--- src/rtl/alu_4bit_issuer.sv ---
// Initiator for the registered 4-bit ALU: issues commands and tracks each one through the ALU
// latency. Every result is checked against a locally computed expected value and queued.
module alu_4bit_issuer #(
    parameter int unsigned ALU_LAT   = 2,
    parameter int unsigned RSP_DEPTH = 4,
    parameter int unsigned TAG_W     = 4
) (
    input  logic             clk,
    input  logic             rst,
    input  logic             cmd_valid,
    output logic             cmd_ready,
    input  logic [3:0]       cmd_a,
    input  logic [3:0]       cmd_b,
    input  logic [1:0]       cmd_op,
    input  logic [TAG_W-1:0] cmd_tag,
    output logic [3:0]       alu_a,
    output logic [3:0]       alu_b,
    output logic [1:0]       alu_sel,
    input  logic [3:0]       alu_result,
    input  logic             alu_zero,
    output logic             rsp_valid,
    input  logic             rsp_ready,
    output logic [3:0]       rsp_result,
    output logic             rsp_zero,
    output logic [TAG_W-1:0] rsp_tag,
    output logic             rsp_mismatch
);

    localparam int unsigned NumStages = ALU_LAT + 1;
    localparam int unsigned Last      = NumStages - 1;
    localparam int unsigned CntW      = $clog2(RSP_DEPTH + 1);
    localparam int unsigned PtrW      = $clog2(RSP_DEPTH);

    logic accept;
    logic pop;
    logic capture;

    // Credits: one per FIFO slot, so a capture can never find the FIFO full.
    logic [CntW-1:0] credit_q, credit_d;

    assign cmd_ready = (credit_q != '0) && !rst;
    assign accept    = cmd_valid && cmd_ready;
    assign pop       = rsp_valid && rsp_ready;

    always_comb begin
        credit_d = credit_q;
        unique case ({accept, pop})
            2'b10:   credit_d = credit_q - CntW'(1);
            2'b01:   credit_d = credit_q + CntW'(1);
            default: credit_d = credit_q;
        endcase
    end

    always_ff @(posedge clk or posedge rst) begin
        if (rst) begin
            credit_q <= CntW'(RSP_DEPTH);
        end else begin
            credit_q <= credit_d;
        end
    end

    logic [3:0] exp_result;
    logic       exp_zero;

    always_comb begin
        exp_result = '0;
        unique case (cmd_op)
            2'b00:   exp_result = cmd_a + cmd_b;
            2'b01:   exp_result = cmd_a + ~cmd_b + 4'd1;
            2'b10:   exp_result = cmd_a & cmd_b;
            2'b11:   exp_result = cmd_a | cmd_b;
            default: exp_result = '0;
        endcase
        exp_zero = (exp_result == 4'd0);
    end

    always_ff @(posedge clk or posedge rst) begin
        if (rst) begin
            alu_a   <= '0;
            alu_b   <= '0;
            alu_sel <= '0;
        end else if (accept) begin
            alu_a   <= cmd_a;
            alu_b   <= cmd_b;
            alu_sel <= cmd_op;
        end
    end

    // Shadow pipeline that moves in lockstep with the ALU's internal registers.
    logic [NumStages-1:0] pipe_valid_q;
    logic [NumStages-1:0] pipe_zero_q;
    logic [TAG_W-1:0]     pipe_tag_q [NumStages];
    logic [3:0]           pipe_res_q [NumStages];

    always_ff @(posedge clk or posedge rst) begin
        if (rst) begin
            pipe_valid_q <= '0;
            pipe_zero_q  <= '0;
            for (int i = 0; i < NumStages; i++) begin
                pipe_tag_q[i] <= '0;
                pipe_res_q[i] <= '0;
            end
        end else begin
            pipe_valid_q[0] <= accept;
            pipe_zero_q[0]  <= exp_zero;
            pipe_tag_q[0]   <= cmd_tag;
            pipe_res_q[0]   <= exp_result;
            for (int i = 1; i < NumStages; i++) begin
                pipe_valid_q[i] <= pipe_valid_q[i-1];
                pipe_zero_q[i]  <= pipe_zero_q[i-1];
                pipe_tag_q[i]   <= pipe_tag_q[i-1];
                pipe_res_q[i]   <= pipe_res_q[i-1];
            end
        end
    end

    logic cap_mismatch;

    assign capture      = pipe_valid_q[Last];
    assign cap_mismatch = (alu_result != pipe_res_q[Last]) || (alu_zero != pipe_zero_q[Last]);

    logic [3:0]           fifo_res_q [RSP_DEPTH];
    logic [TAG_W-1:0]     fifo_tag_q [RSP_DEPTH];
    logic [RSP_DEPTH-1:0] fifo_zero_q;
    logic [RSP_DEPTH-1:0] fifo_mis_q;
    logic [PtrW-1:0]      wptr_q;
    logic [PtrW-1:0]      rptr_q;
    logic [CntW-1:0]      count_q;

    always_ff @(posedge clk or posedge rst) begin
        if (rst) begin
            fifo_zero_q <= '0;
            fifo_mis_q  <= '0;
            for (int i = 0; i < RSP_DEPTH; i++) begin
                fifo_res_q[i] <= '0;
                fifo_tag_q[i] <= '0;
            end
        end else if (capture) begin
            fifo_res_q[wptr_q]  <= alu_result;
            fifo_zero_q[wptr_q] <= alu_zero;
            fifo_tag_q[wptr_q]  <= pipe_tag_q[Last];
            fifo_mis_q[wptr_q]  <= cap_mismatch;
        end
    end

    always_ff @(posedge clk or posedge rst) begin
        if (rst) begin
            wptr_q  <= '0;
            rptr_q  <= '0;
            count_q <= '0;
        end else begin
            if (capture) begin
                wptr_q <= wptr_q + PtrW'(1);
            end
            if (pop) begin
                rptr_q <= rptr_q + PtrW'(1);
            end
            if (capture && !pop) begin
                count_q <= count_q + CntW'(1);
            end else if (pop && !capture) begin
                count_q <= count_q - CntW'(1);
            end
        end
    end

    // Last popped entry, so the outputs hold steady while the FIFO is empty.
    logic [3:0]       last_res_q;
    logic [TAG_W-1:0] last_tag_q;
    logic             last_zero_q;
    logic             last_mis_q;

    assign rsp_valid = (count_q != '0);

    always_ff @(posedge clk or posedge rst) begin
        if (rst) begin
            last_res_q  <= '0;
            last_tag_q  <= '0;
            last_zero_q <= 1'b0;
            last_mis_q  <= 1'b0;
        end else if (pop) begin
            last_res_q  <= fifo_res_q[rptr_q];
            last_tag_q  <= fifo_tag_q[rptr_q];
            last_zero_q <= fifo_zero_q[rptr_q];
            last_mis_q  <= fifo_mis_q[rptr_q];
        end
    end

    always_comb begin
        if (rsp_valid) begin
            rsp_result   = fifo_res_q[rptr_q];
            rsp_zero     = fifo_zero_q[rptr_q];
            rsp_tag      = fifo_tag_q[rptr_q];
            rsp_mismatch = fifo_mis_q[rptr_q];
        end else begin
            rsp_result   = last_res_q;
            rsp_zero     = last_zero_q;
            rsp_tag      = last_tag_q;
            rsp_mismatch = last_mis_q;
        end
    end

endmodule

--- config.mk ---
export PLATFORM = sky130hd
export DESIGN_NAME = alu_4bit_issuer
export DESIGN_NICKNAME = d
export VERILOG_FILES = /design/src/rtl/alu_4bit_issuer.sv
export SDC_FILE = /design/constraint.sdc
export NUM_CORES = 1
export LEC_CHECK = 0
export ABC_AREA = 1
export CORE_ASPECT_RATIO = 0.7
export CORE_MARGIN = 5
export CORE_UTILIZATION = 50
export CTS_CLUSTER_SIZE = 16
export DETAILED_ROUTE_END_ITERATION = 8
export GPL_ROUTABILITY_DRIVEN = 0
export PLACE_DENSITY = 0.72
export SKIP_LAST_GASP = 1
export SLEW_MARGIN = 20
export SYNTH_ARGS = -nofsm -noshare
export SYNTH_HDL_FRONTEND = slang
export SYNTH_SLANG_ARGS = --single-unit
--- constraint.sdc ---
create_clock -name clk -period 6.43 [get_ports clk]
set_input_delay 1.286 -clock clk [delete_from_list [all_inputs] [get_ports clk]]
set_output_delay 1.286 -clock clk [all_outputs]
set_load 0.05 [all_outputs]
# == Yosys cells after proc, flatten, opt, wreduce, memory -nomap -nowiden ==
# Cells that the tools add are included.
# word_totals
output_inout_bits,22
ff_bits,100
# classes
n_bitwise,5
order_cmp,6
mux,26
n_eq_ne,7
n_reduce_logical,17
n_addsub,9
# ops
op,count
bitwise mux 16 bit,2
two-way mux 4 bit,7
binary-select mux 4 bit (select 2 bit),2
case mux 4 bit (4 select lines),1
adder 4 bit,2
bitwise mux 4 bit,2
demux 4 bit (select 2 bit),1
logical AND 1 bit,7
adder 3 x 1 -> 3 bit (second input constant),2
== test 2 bit (second input constant),3
>= comparator 3 bit (second input constant),2
less-than comparator 2 x 3 -> 1 bit (second input constant),2
two-way mux 3 bit,2
inverter 2 -> 3 bit,2
case mux 3 bit (2 select lines),1
nonzero test 3 bit,2
subtractor 3 x 1 -> 3 bit (second input constant),2
two-way mux 1 bit,5
adder 2 x 1 -> 2 bit (second input constant),2
adder 4 x 1 -> 4 bit (second input constant),1
AND 4 bit,1
binary-select mux 1 bit (select 2 bit),2
== test 2 x 1 -> 1 bit (second input constant),2
zero test 4 bit,1
11 further kinds,14

# == Depth between registers and ports, before layout ==
# depth
word_depth,6
ltp_mapped,10
ltp_nobuf,10

# == Least setup slack after synthesis ==
# OpenSTA, ideal clock, no wires.
# synth_path
path_kind,input port to flip-flop
start,in rst
end,reg credit_q[1]
cell_stages,7
slack_ps,3216
required_ps,6305
n_path_buf,1
arrival_time_ps,3089
cell_sequence,a21oi_2 nand2_1 buf_6 ha_1 inv_1 fa_1 mux2_2
# synth_between
elab_chain_cells,5
# synth_rtl
element,line,source
from (decl),9,"input logic rst,"
zero test 1 bit (no line) *,n/a,
logical AND 1 bit *,41,assign cmd_ready = (credit_q != '0) && !rst;
logical AND 1 bit *,42,assign accept = cmd_valid && cmd_ready;
== test 2 x 1 -> 1 bit or == test 2 bit (tied branches),47,"unique case ({accept, pop})"
case mux 3 bit (2 select lines) *,47,
named net credit_d[1],39,"logic [CntW-1:0] credit_q, credit_d;"
to (signal assigned),56,credit_q <= CntW'(RSP_DEPTH);
to (signal assigned),58,credit_q <= credit_d;
to (decl),39,
# Mark *: on every way through the listed nets, which the timed path passes. The rest lies on a longest branch.
# A chain may end at the register's enable or synchronous reset.

# == Final worst setup path ==
# layout_path
start,reg rptr_q[0]
end,out rsp_mismatch
# layout_between
elab_chain_cells,3
# layout_rtl
element,line,source
from (decl),127,logic [PtrW-1:0] rptr_q;
from (signal assigned),156,rptr_q <= rptr_q + PtrW'(1);
binary-select mux 1 bit (select 2 bit),193,rsp_mismatch = fifo_mis_q[rptr_q];
two-way mux 1 bit (implied by the code),193,
two-way mux 1 bit,189,if (rsp_valid) begin
to (decl),26,output logic rsp_mismatch
# No other way between the ends. The select of a mux whose other input is x is not followed.

==> flow_summary.ini <==
[run_status]
outcome = complete, no violations

[drt]
first_pass_iters = 4
drtAntennaViolNets = 0
drt_iter0_drc = 206
via_per_inst = 5.08
wl_mm = 8.44
drc = 0
wl_per_cell_um = 13.7
vias = 3127

[critical_path]
critPathKind = flip-flop to primary output
worst-r2r-setup-slack_ns = 3.89
end_kind = primary output
worstRegToRegCells = 7
start_kind = flip-flop
cp_max_fo = 22
critPathRequiredTime_ns = 5.14
r2r_end = credit_q[1]
arrival_ns = 2.75
r2r-start = credit_q[2]

[die]
rows = 28
ioPinCount = 45
core_mm2 = 0.00855
start_util_pct = 51.6
die_x_um = 122
die_area_mm2 = 0.0108
die_y_um = 88.6

[pwr]
p_per_area_mw_per_mm2 = 528
power_mw = 2.77
ir_drop_mv = 0.171
power.leakage_nw = 2.52

[global_routing]
grt_pass1_wl_mm = 14.3
grt_overflow_total = 0
grt_use_total_pct = 17.1
antenna_found_initial = 0
grt_pass1_vias = 2968
grt_max_degree = 67

[place]
place_hpwl_mm = 5.77
dpl_worst_slack_ns = 2.39
placed_cells_incl_taps = 600
numPortBuffers = 44

[timing]
max_freq_ghz = 0.248
period_needed_ns = 4.03
worstMarginPinSlew_ns = 0.824
setup_tns_ns = 0
slew_viol_final = 0
fin_crit_sh_pct = 62.7
finalWorstSetupSlack_ns = 2.40
relSlewSlack_pct = 45.0
rsz0062_at_grt = false
setup_viol = 0
hold_violations = 0
skew_ns = 0.00661

[logic_synthesis]
synth_top_cell_by_area = dfrtp_1
syn_area_per_cell_um2 = 9.68
yosys_warnings = 0
synth_top_cells_by_area = dfrtp_1, nand2_1, o21ai_0
netlist_area_mm2 = 0.00441
synth_cell_types = 26
synth_seq_cells = 100
synth_top_area_share_pct = 56.1
ys_seq_area_share_pct = 56.7
synthCells = 456
mappedNetlistNets = 500

[layout]
fillers = 753
finalNonFillerCells = 616
seq_area_mm2 = 0.00250
multi_input_comb_area_mm2 = 0.00162
nNetsFinal = 535
syn2layout_area_growth_pct = 18.8
n_antenna_cell = 0
drive_above_1_share_pct = 7.26

[cts]
cts_setup_buffers = 0
h-tree-depth = 3
cts_resized = 0
cts_buffers = 9
cts.clk_slew.worst_paths_ns = 0.07
clk_path_buf_depth = 2
worstSkewPairLatency_ns = 0.34
clock_sinks = 100
cts_tree = yes
ctsHoldBuffers = 0
cts-root-buf = clkbuf_16

[min_path]
hold_end = pipe_tag_q[4]
min_path_cells = 0
min_path_type = flip-flop to flip-flop
hold_start = pipe_tag_q[8]

[flow_run]
maxCapViolCount = 0
## stage by stage
| step | hold slack, ns | utilization, % | area, um^2 |
|---|---|---|---|
| after floorplan | 0.331 | - | 4410 |
| after global placement | 0.332 | 57.3 | 4900 |
| after detailed placement | 0.336 | 57.3 | 4900 |
| after CTS | 0.347 | 61.4 | 5250 |
| after global routing | 0.355 | 61.4 | 5250 |
| final | 0.344 | 61.4 | 5250 |
## state kept, by name (all words and copies together) (netlist names), 3 cells and up
| name | count |
|---|---|
| credit_q | 3 |
| last_res_q | 4 |
| fifo_tag_q | 16 |
| alu_b | 4 |
| pipe_tag_q | 12 |
| pipe_res_q | 12 |
| fifo_mis_q | 4 |
| pipe_valid_q | 3 |
| fifo_zero_q | 4 |
| last_tag_q | 4 |
| count_q | 3 |
| pipe_zero_q | 3 |
| alu_a | 4 |
| fifo_res_q | 16 |
## cell usage after synthesis
master    count
o21ai_1      20
dfstp_2       1
buf_6         2
buf_4         2
clkbuf_2      2
xor2_1        7
inv_2         1
clkbuf_1      4
a21oi_1       4
o21ai_0      61
o22a_1       10
dfrtp_1      99
a21oi_2       2
nor2_1       33
inv_1        45
fa_1          4
nand4_1       1
o21ai_2      11
nand2_1      99
mux2_2        2
buf_2        11
nand2_2       1
ha_1         17
xnor2_1       6
nand3_1      10
or2_0         1
## kinds of logic (layout without fill, tap and decap cells)
logic type	after synthesis	in the layout	share of synthesized area (%)
xor gates and xnor gates	13	13	2.58
muxes	2	2	0.510
AOI/OAI and AO/OA	108	108	14.2
adders and majority gates	21	21	6.63
buffers and inverters	67	107	6.58
and+or+nand+nor	145	145	12.8
DFF	100	100	56.7
## worst max-delay path: stages, from the launching register on
cell and delay [ns]:
dfrtp_1 0.80, inv_2 0.33, o21ai_0 0.25, o22a_1 0.24, o21ai_1 0.08, clkdlybuf4s50_1 0.71
## layout make-up
type	instances	share of cell area (%)
Clock buffer	10	4.56
Tap cell	120	2.86
Sequential cell	100	47.7
Inverter	46	3.34
Clock inverter	6	2.08
Timing Repair Buffer	45	8.54
Multi-Input combinational cell	289	30.9
## cell usage in the layout (no fill, tap or decap), types with 3 or more instances in the layout
| master | instances |
|---|---|
| nand2_1 | 99 |
| dfrtp_1 | 99 |
| o21ai_0 | 61 |
| inv_1 | 44 |
| clkdlybuf4s50_1 | 44 |
| nor2_1 | 33 |
| o21ai_1 | 20 |
| ha_1 | 17 |
| o21ai_2 | 11 |
| nand3_1 | 10 |
| o22a_1 | 10 |
| clkbuf_16 | 9 |
| xor2_1 | 7 |
| xnor2_1 | 6 |
| a21oi_1 | 4 |
| fa_1 | 4 |
| bufinv_16 | 3 |
## layer usage
metal	track usage, %	vias up	routed length (um)
met3	3.77	4	379
met1	24.3	1527	4270
met5	0	-	0
met2	25.6	69	3730
li1	-	1527	-
met4	7.52	0	66
## worst max path at each step
stage	start	endpoint	slack (ns)	cells after the start
after CTS	rst	cmd_ready	2.39	3
after global placement	rst	cmd_ready	2.42	3
after detailed placement	rst	cmd_ready	2.39	3
after floorplan	rst	alu_a[0]	2.53	1
final	rptr_q[0]	rsp_mismatch	2.40	5
after global routing	rptr_q[0]	rsp_result[1]	2.11	5
## power breakdown
part / internal (mW) / total (mW) / switching, mW
Sequential: 0.856 / 1.01 / 0.155
Combinational: 0.409 / 1.15 / 0.738
Clock: 0.391 / 0.612 / 0.221
Total: 1.66 / 2.77 / 1.11
Note: power is estimated with default switching activity, not from simulation.
